$ cat src/rtl/axi4_mem_arbiter.sv
// Round-robin burst arbiter: one master owns the AXI4 slave per burst.
// Optional forced release on idle bursts when ARB_TIMEOUT_EN is defined.
module axi4_mem_arbiter #(
   parameter int NUM_REQ        = 4,
   parameter int ID_W           = $clog2(NUM_REQ),
   parameter int TIMEOUT_CYCLES = 256
) (
   input  logic                 ACLK,
   input  logic                 ARESET,
   input  logic [NUM_REQ-1:0]   req,
   input  logic [8*NUM_REQ-1:0] req_len,
   input  logic                 beat_hs,
   output logic [NUM_REQ-1:0]   grant,
   output logic [ID_W-1:0]      grant_id,
   output logic                 busy,
   output logic                 stray_beat,
   output logic                 timeout
);

   typedef enum logic {S_IDLE, S_BURST} state_t;

   localparam logic [NUM_REQ-1:0] ONE_HOT0 = NUM_REQ'(1);
   localparam logic [ID_W-1:0]    LAST_ID  = ID_W'(NUM_REQ - 1);

   state_t              r_state;
   state_t              w_state_nxt;
   logic [NUM_REQ-1:0]  r_grant;
   logic [ID_W-1:0]     r_grant_id;
   logic [ID_W-1:0]     r_rr_ptr;
   logic [7:0]          r_beats_left;
   logic                r_busy;
   logic                r_stray;
   logic                r_timeout;

   logic                w_found;
   logic [ID_W-1:0]     w_winner;
   logic                w_last_beat;
   logic                w_to_hit;
   logic                w_release;
   logic [ID_W-1:0]     w_rr_nxt;

   always_ff @(posedge ACLK or posedge ARESET) begin
      if (ARESET) r_state <= S_IDLE;
      else        r_state <= w_state_nxt;
   end

   always_comb begin
      w_state_nxt = r_state;
      unique case (r_state)
         S_IDLE:  if (w_found)   w_state_nxt = S_BURST;
         S_BURST: if (w_release) w_state_nxt = S_IDLE;
         default: w_state_nxt = S_IDLE;
      endcase
   end

   // Search starts at rr_ptr and wraps at NUM_REQ, so unused indices never win.
   always_comb begin
      int idx;
      idx      = 0;
      w_found  = 1'b0;
      w_winner = '0;
      for (int k = 0; k < NUM_REQ; k++) begin
         idx = int'(r_rr_ptr) + k;
         if (idx >= NUM_REQ) idx = idx - NUM_REQ;
         if (!w_found && req[idx]) begin
            w_found  = 1'b1;
            w_winner = ID_W'(idx);
         end
      end
   end

   always_comb begin
      w_last_beat = (r_state == S_BURST) && beat_hs && (r_beats_left == 8'd0);
      w_release   = w_last_beat || w_to_hit;
      w_rr_nxt    = (r_grant_id == LAST_ID) ? '0 : r_grant_id + 1'b1;
   end

`ifdef ARB_TIMEOUT_EN
   localparam int TO_W = $clog2(TIMEOUT_CYCLES) + 1;

   logic [TO_W-1:0] r_to_cnt;

   assign w_to_hit = (r_state == S_BURST) && !beat_hs &&
                     (r_to_cnt == TO_W'(TIMEOUT_CYCLES - 1));

   always_ff @(posedge ACLK or posedge ARESET) begin
      if (ARESET)                              r_to_cnt <= '0;
      else if (r_state != S_BURST || beat_hs) r_to_cnt <= '0;
      else if (w_to_hit)                       r_to_cnt <= '0;
      else                                     r_to_cnt <= r_to_cnt + 1'b1;
   end
`else
   logic w_unused_to;

   assign w_to_hit    = 1'b0;
   assign w_unused_to = (TIMEOUT_CYCLES == 0);
`endif

   always_ff @(posedge ACLK or posedge ARESET) begin
      if (ARESET) begin
         r_grant      <= '0;
         r_grant_id   <= '0;
         r_rr_ptr     <= '0;
         r_beats_left <= '0;
         r_busy       <= 1'b0;
         r_stray      <= 1'b0;
         r_timeout    <= 1'b0;
      end else begin
         r_stray   <= (r_state == S_IDLE) && beat_hs;
         r_timeout <= w_to_hit;
         if (r_state == S_IDLE) begin
            if (w_found) begin
               r_grant      <= ONE_HOT0 << w_winner;
               r_grant_id   <= w_winner;
               r_busy       <= 1'b1;
               r_beats_left <= req_len[8*int'(w_winner) +: 8];
            end
         end else if (w_release) begin
            r_grant      <= '0;
            r_busy       <= 1'b0;
            r_beats_left <= '0;
            r_rr_ptr     <= w_rr_nxt;
         end else if (beat_hs && r_beats_left != 8'd0) begin
            r_beats_left <= r_beats_left - 8'd1;
         end
      end
   end

   assign grant      = r_grant;
   assign grant_id   = r_grant_id;
   assign busy       = r_busy;
   assign stray_beat = r_stray;
   assign timeout    = r_timeout;

endmodule
$ cat config.mk
export PLATFORM = sky130hd
export DESIGN_NAME = axi4_mem_arbiter
export DESIGN_NICKNAME = d
export VERILOG_FILES = /design/src/rtl/axi4_mem_arbiter.sv
export SDC_FILE = /design/constraint.sdc
export NUM_CORES = 1
export LEC_CHECK = 0
export CAP_MARGIN = 10
export CORE_MARGIN = 5
export CORE_UTILIZATION = 45
export DETAILED_ROUTE_END_ITERATION = 10
export PLACE_DENSITY = 0.79
export SLEW_MARGIN = 20
export SYNTH_ARGS = -nofsm -noshare
export SYNTH_HDL_FRONTEND = slang
export SYNTH_SLANG_ARGS = --single-unit
$ cat constraint.sdc
create_clock -name ACLK -period 2.2 [get_ports ACLK]
set_clock_uncertainty 0.2 [all_clocks]
set_input_delay 0.22 -clock ACLK [delete_from_list [all_inputs] [get_ports ACLK]]
set_output_delay 0.22 -clock ACLK [all_outputs]
set_load 0.03 [all_outputs]
==> results.sh <==
export IMPL_insertion_delay_ns=0.31
export IMPL_postCtsSetupBuffers=0
export IMPL_synth_top_area_share_pct=34.0
export IMPL_p_leak_uw=0.000894
export IMPL_critical_path_endpoint_type="register"
export IMPL_fin_ws_ns=0.0850
export IMPL_holdBufCountCts=0
export IMPL_yosys_most_used_dff="dfrtp_1"
export IMPL_clock_fmax_mhz=473
export IMPL_avgRoutedWirePerCell_um=15.7
export IMPL_synth_area_mux_share_pct=11.2
export IMPL_place_ws_ns=-0.248
export IMPL_synth_top_family_by_area="simple AND/OR/NAND/NOR gates"
export IMPL_grt_antenna_before_repair=0
export IMPL_numPortBuffers=46
export IMPL_gp_congestion=0.958
export IMPL_dr_pass1_iters=4
export IMPL_ir_drop_mv=0.822
export IMPL_coreArea_um2=3030
export IMPL_powerDensity_nw_per_um2=1070
export IMPL_synth_xor_area_share_pct=0
export IMPL_synth_warnings=0
export IMPL_cts_tree="yes"
export IMPL_critPathSlowestCell="clkdlybuf4s50_1"
export IMPL_finalHoldViolations=0
export IMPL_seq_area_frac_synth_pct=34.0
export IMPL_cts_buffers=3
export IMPL_yosysTopAreaCell="dfrtp_1"
export IMPL_synthDistinctLibCells=52
export IMPL_grt_max_degree=20
export IMPL_synth_area_leaders="dfrtp_1 34%, mux2i_1 7.1%, nand2_1 4.0%"
export IMPL_ys_ff_latch=19
export IMPL_ios=48
export IMPL_wl_mm=4.18
export IMPL_fp_dieW_um=65.8
export IMPL_synth_edf_count=0
export IMPL_chipHeight_um=65.8
export IMPL_yosys_area_share_simple_pct=23.9
export IMPL_status="completed"
export IMPL_avgSynthCellArea_um2=9.15
export IMPL_cts_resized=0
export IMPL_gr_total_overflow=0
export IMPL_holdWs_ns=0.0104
export IMPL_synth_most_common_cell="dfrtp_1"
export IMPL_ctsHtreeMaxLevel=1
export IMPL_fp_row_count=20
export IMPL_clk_pin_slew_ns=0.12
export IMPL_mappedNetlistArea_um2=1400
export IMPL_synth_common_cells="19 x dfrtp_1, 15 x nand2_1, 10 x mux2i_1"
export IMPL_hold_class="in2async"
export IMPL_viasPerCell=5.58
export IMPL_die_area_um2=4330
export IMPL_cts_sinks=19
export IMPL_syn_inst=153
export IMPL_synth_nets=195
export IMPL_start_util_pct=46.2
export IMPL_num_antenna_cells=0
export IMPL_cts_buffer_depth=2
export IMPL_cap_violations=0
export IMPL_grt_pass1_vias=1542
export IMPL_cts_root_buf="clkbuf_4"
export IMPL_drive_above_1_share_pct=19.7
export IMPL_cpPeakStageDelay_ns=0.54
export IMPL_slew_viol_final=0
export IMPL_synthAdderAreaFrac_pct=2.68
export IMPL_grt_total_usage_pct=20.7
export IMPL_area_growth_pct=49.5
export IMPL_ant_nets=0
export IMPL_rsz0062_at_grt="false"
export IMPL_synth_compound_area_share_pct=23.7
export IMPL_async_flop_share_pct=100
export IMPL_drtIter0Drc=71
export IMPL_grt_pass1_wl_mm=7.00
export IMPL_path_max_fanout=5
export IMPL_start_kind="input port"
export IMPL_cp_cell_sequence="clkdlybuf4s50_1 > nor2_1 > or4_4 > nand2_4 > mux2_1 > a211o_1"
export IMPL_vias=1491
export IMPL_final_nets=266
export IMPL_drc_errors=0
export IMPL_setup_viol=0
export IMPL_crit_arrival_ns=2.13
export IMPL_fin_crit_sh_pct=96.1
export IMPL_detailed_place_hpwl_mm=3.42
export IMPL_required_ns=2.21
export IMPL_min_period_ns=2.12
export IMPL_crit_type="in2reg"
==> through the flow <==
step	cell area (um2)	power, uW	std cells	setup TNS, ns	utilization (%)
3_3_place_gp	2060	2000	263	-1.34	68.1
4_1_cts	2090	2240	267	0	69.0
6_report	2090	2250	267	0	69.1
2_1_floorplan	1400	1520	153	0	-
5_1_grt	2090	2420	267	0	69.1
3_5_place_dp	2060	2040	263	-2.36	68.1
==> layout by cell type (no fill, tap or decap), types with 2 or more instances in the layout <==
cell type / count
clkdlybuf4s50_1: 46
buf_4: 25
dfrtp_1: 19
nand2_1: 15
mux2i_1: 10
nor3_1: 7
a21oi_1: 6
o21ai_0: 6
nand2b_1: 5
inv_1: 5
nand3_1: 5
o221ai_1: 5
nor2b_1: 4
and3_1: 4
nor2_1: 3
mux2_2: 3
or2_2: 3
o21ai_1: 3
a21o_1: 3
o211ai_1: 3
ha_1: 3
clkbuf_4: 3
a31oi_1: 2
or4_1: 2
and2_1: 2
mux2_1: 2
o31ai_1: 2
a211o_1: 2
a211oi_1: 2
==> power by group <==
part / switching, uW / total, uW / internal, uW
Clock: 124 / 194 / 69.5
Sequential: 160 / 660 / 501
Combinational: 690 / 1390 / 704
==> worst max-delay path: cells and delay by family <==
| family | cells | cell delay, ns |
|---|---|---|
| buf+inv | 1 | 0.54 |
| simple gates | 3 | 0.74 |
| compound gates | 1 | 0.29 |
| mux | 1 | 0.33 |
==> cells by family (layout without fill, tap and decap cells) <==
| family | after synthesis | count (layout) |
|---|---|---|
| muxes | 15 | 15 |
| adders and majority gates | 3 | 3 |
| buffers and inverters | 10 | 80 |
| and+or+nand+nor | 59 | 59 |
| DFF | 19 | 19 |
| AOI/OAI and AO/OA | 46 | 46 |
| other | 1 | 1 |
==> flip-flops by register name, summed over array words and instances, names as in the netlist <==
| name | flops |
|---|---|
| r_beats_left | 8 |
| busy | 1 |
| grant_id | 2 |
| r_rr_ptr | 2 |
| grant | 4 |
| r_state | 1 |
| stray_beat | 1 |
==> final timing paths <==
kind	from	endpoint	slack, ns	depth (start not counted)
worst min-delay path	ARESET	grant_id[1]$_DFFE_PP0P_	0.01	3
worst max-delay path	req[3]	r_beats_left[1]$_DFFE_PP0P_	0.08	6
worst max register to register	r_rr_ptr[0]$_DFFE_PP0P_	r_beats_left[1]$_DFFE_PP0P_	0.15	5
worst min register to register	grant[0]$_DFFE_PP0P_	grant[0]$_DFFE_PP0P_	0.30	2
max in group asynchronous	ARESET	r_beats_left[3]$_DFFE_PP0P_	1.58	3
min in group ACLK	grant[0]$_DFFE_PP0P_	grant[0]$_DFFE_PP0P_	0.30	2
==> final cells by class <==
| type | instances | area [um2] |
|---|---|---|
| clock buffer | 3 | 22.5 |
| clock inverter | 1 | 7.51 |
| fill | 261 | 935 |
| inverter | 5 | 18.8 |
| multi-input combinational | 124 | 866 |
| sequential | 19 | 475 |
| tap | 44 | 55.1 |
| timing repair buffer | 71 | 648 |
==> layer usage <==
layer  part of all wire [%]  vias up  wire (um)  track usage (%)
met5                      0        -          0                0
met4                   0.96        0         40             6.22
met3                    4.9        6        206             5.10
met2                     53       47       2210             37.7
met1                     41      717       1730             23.5
li1                       -      721          -                -
No activity file was read; power rests on OpenSTA's default activity.
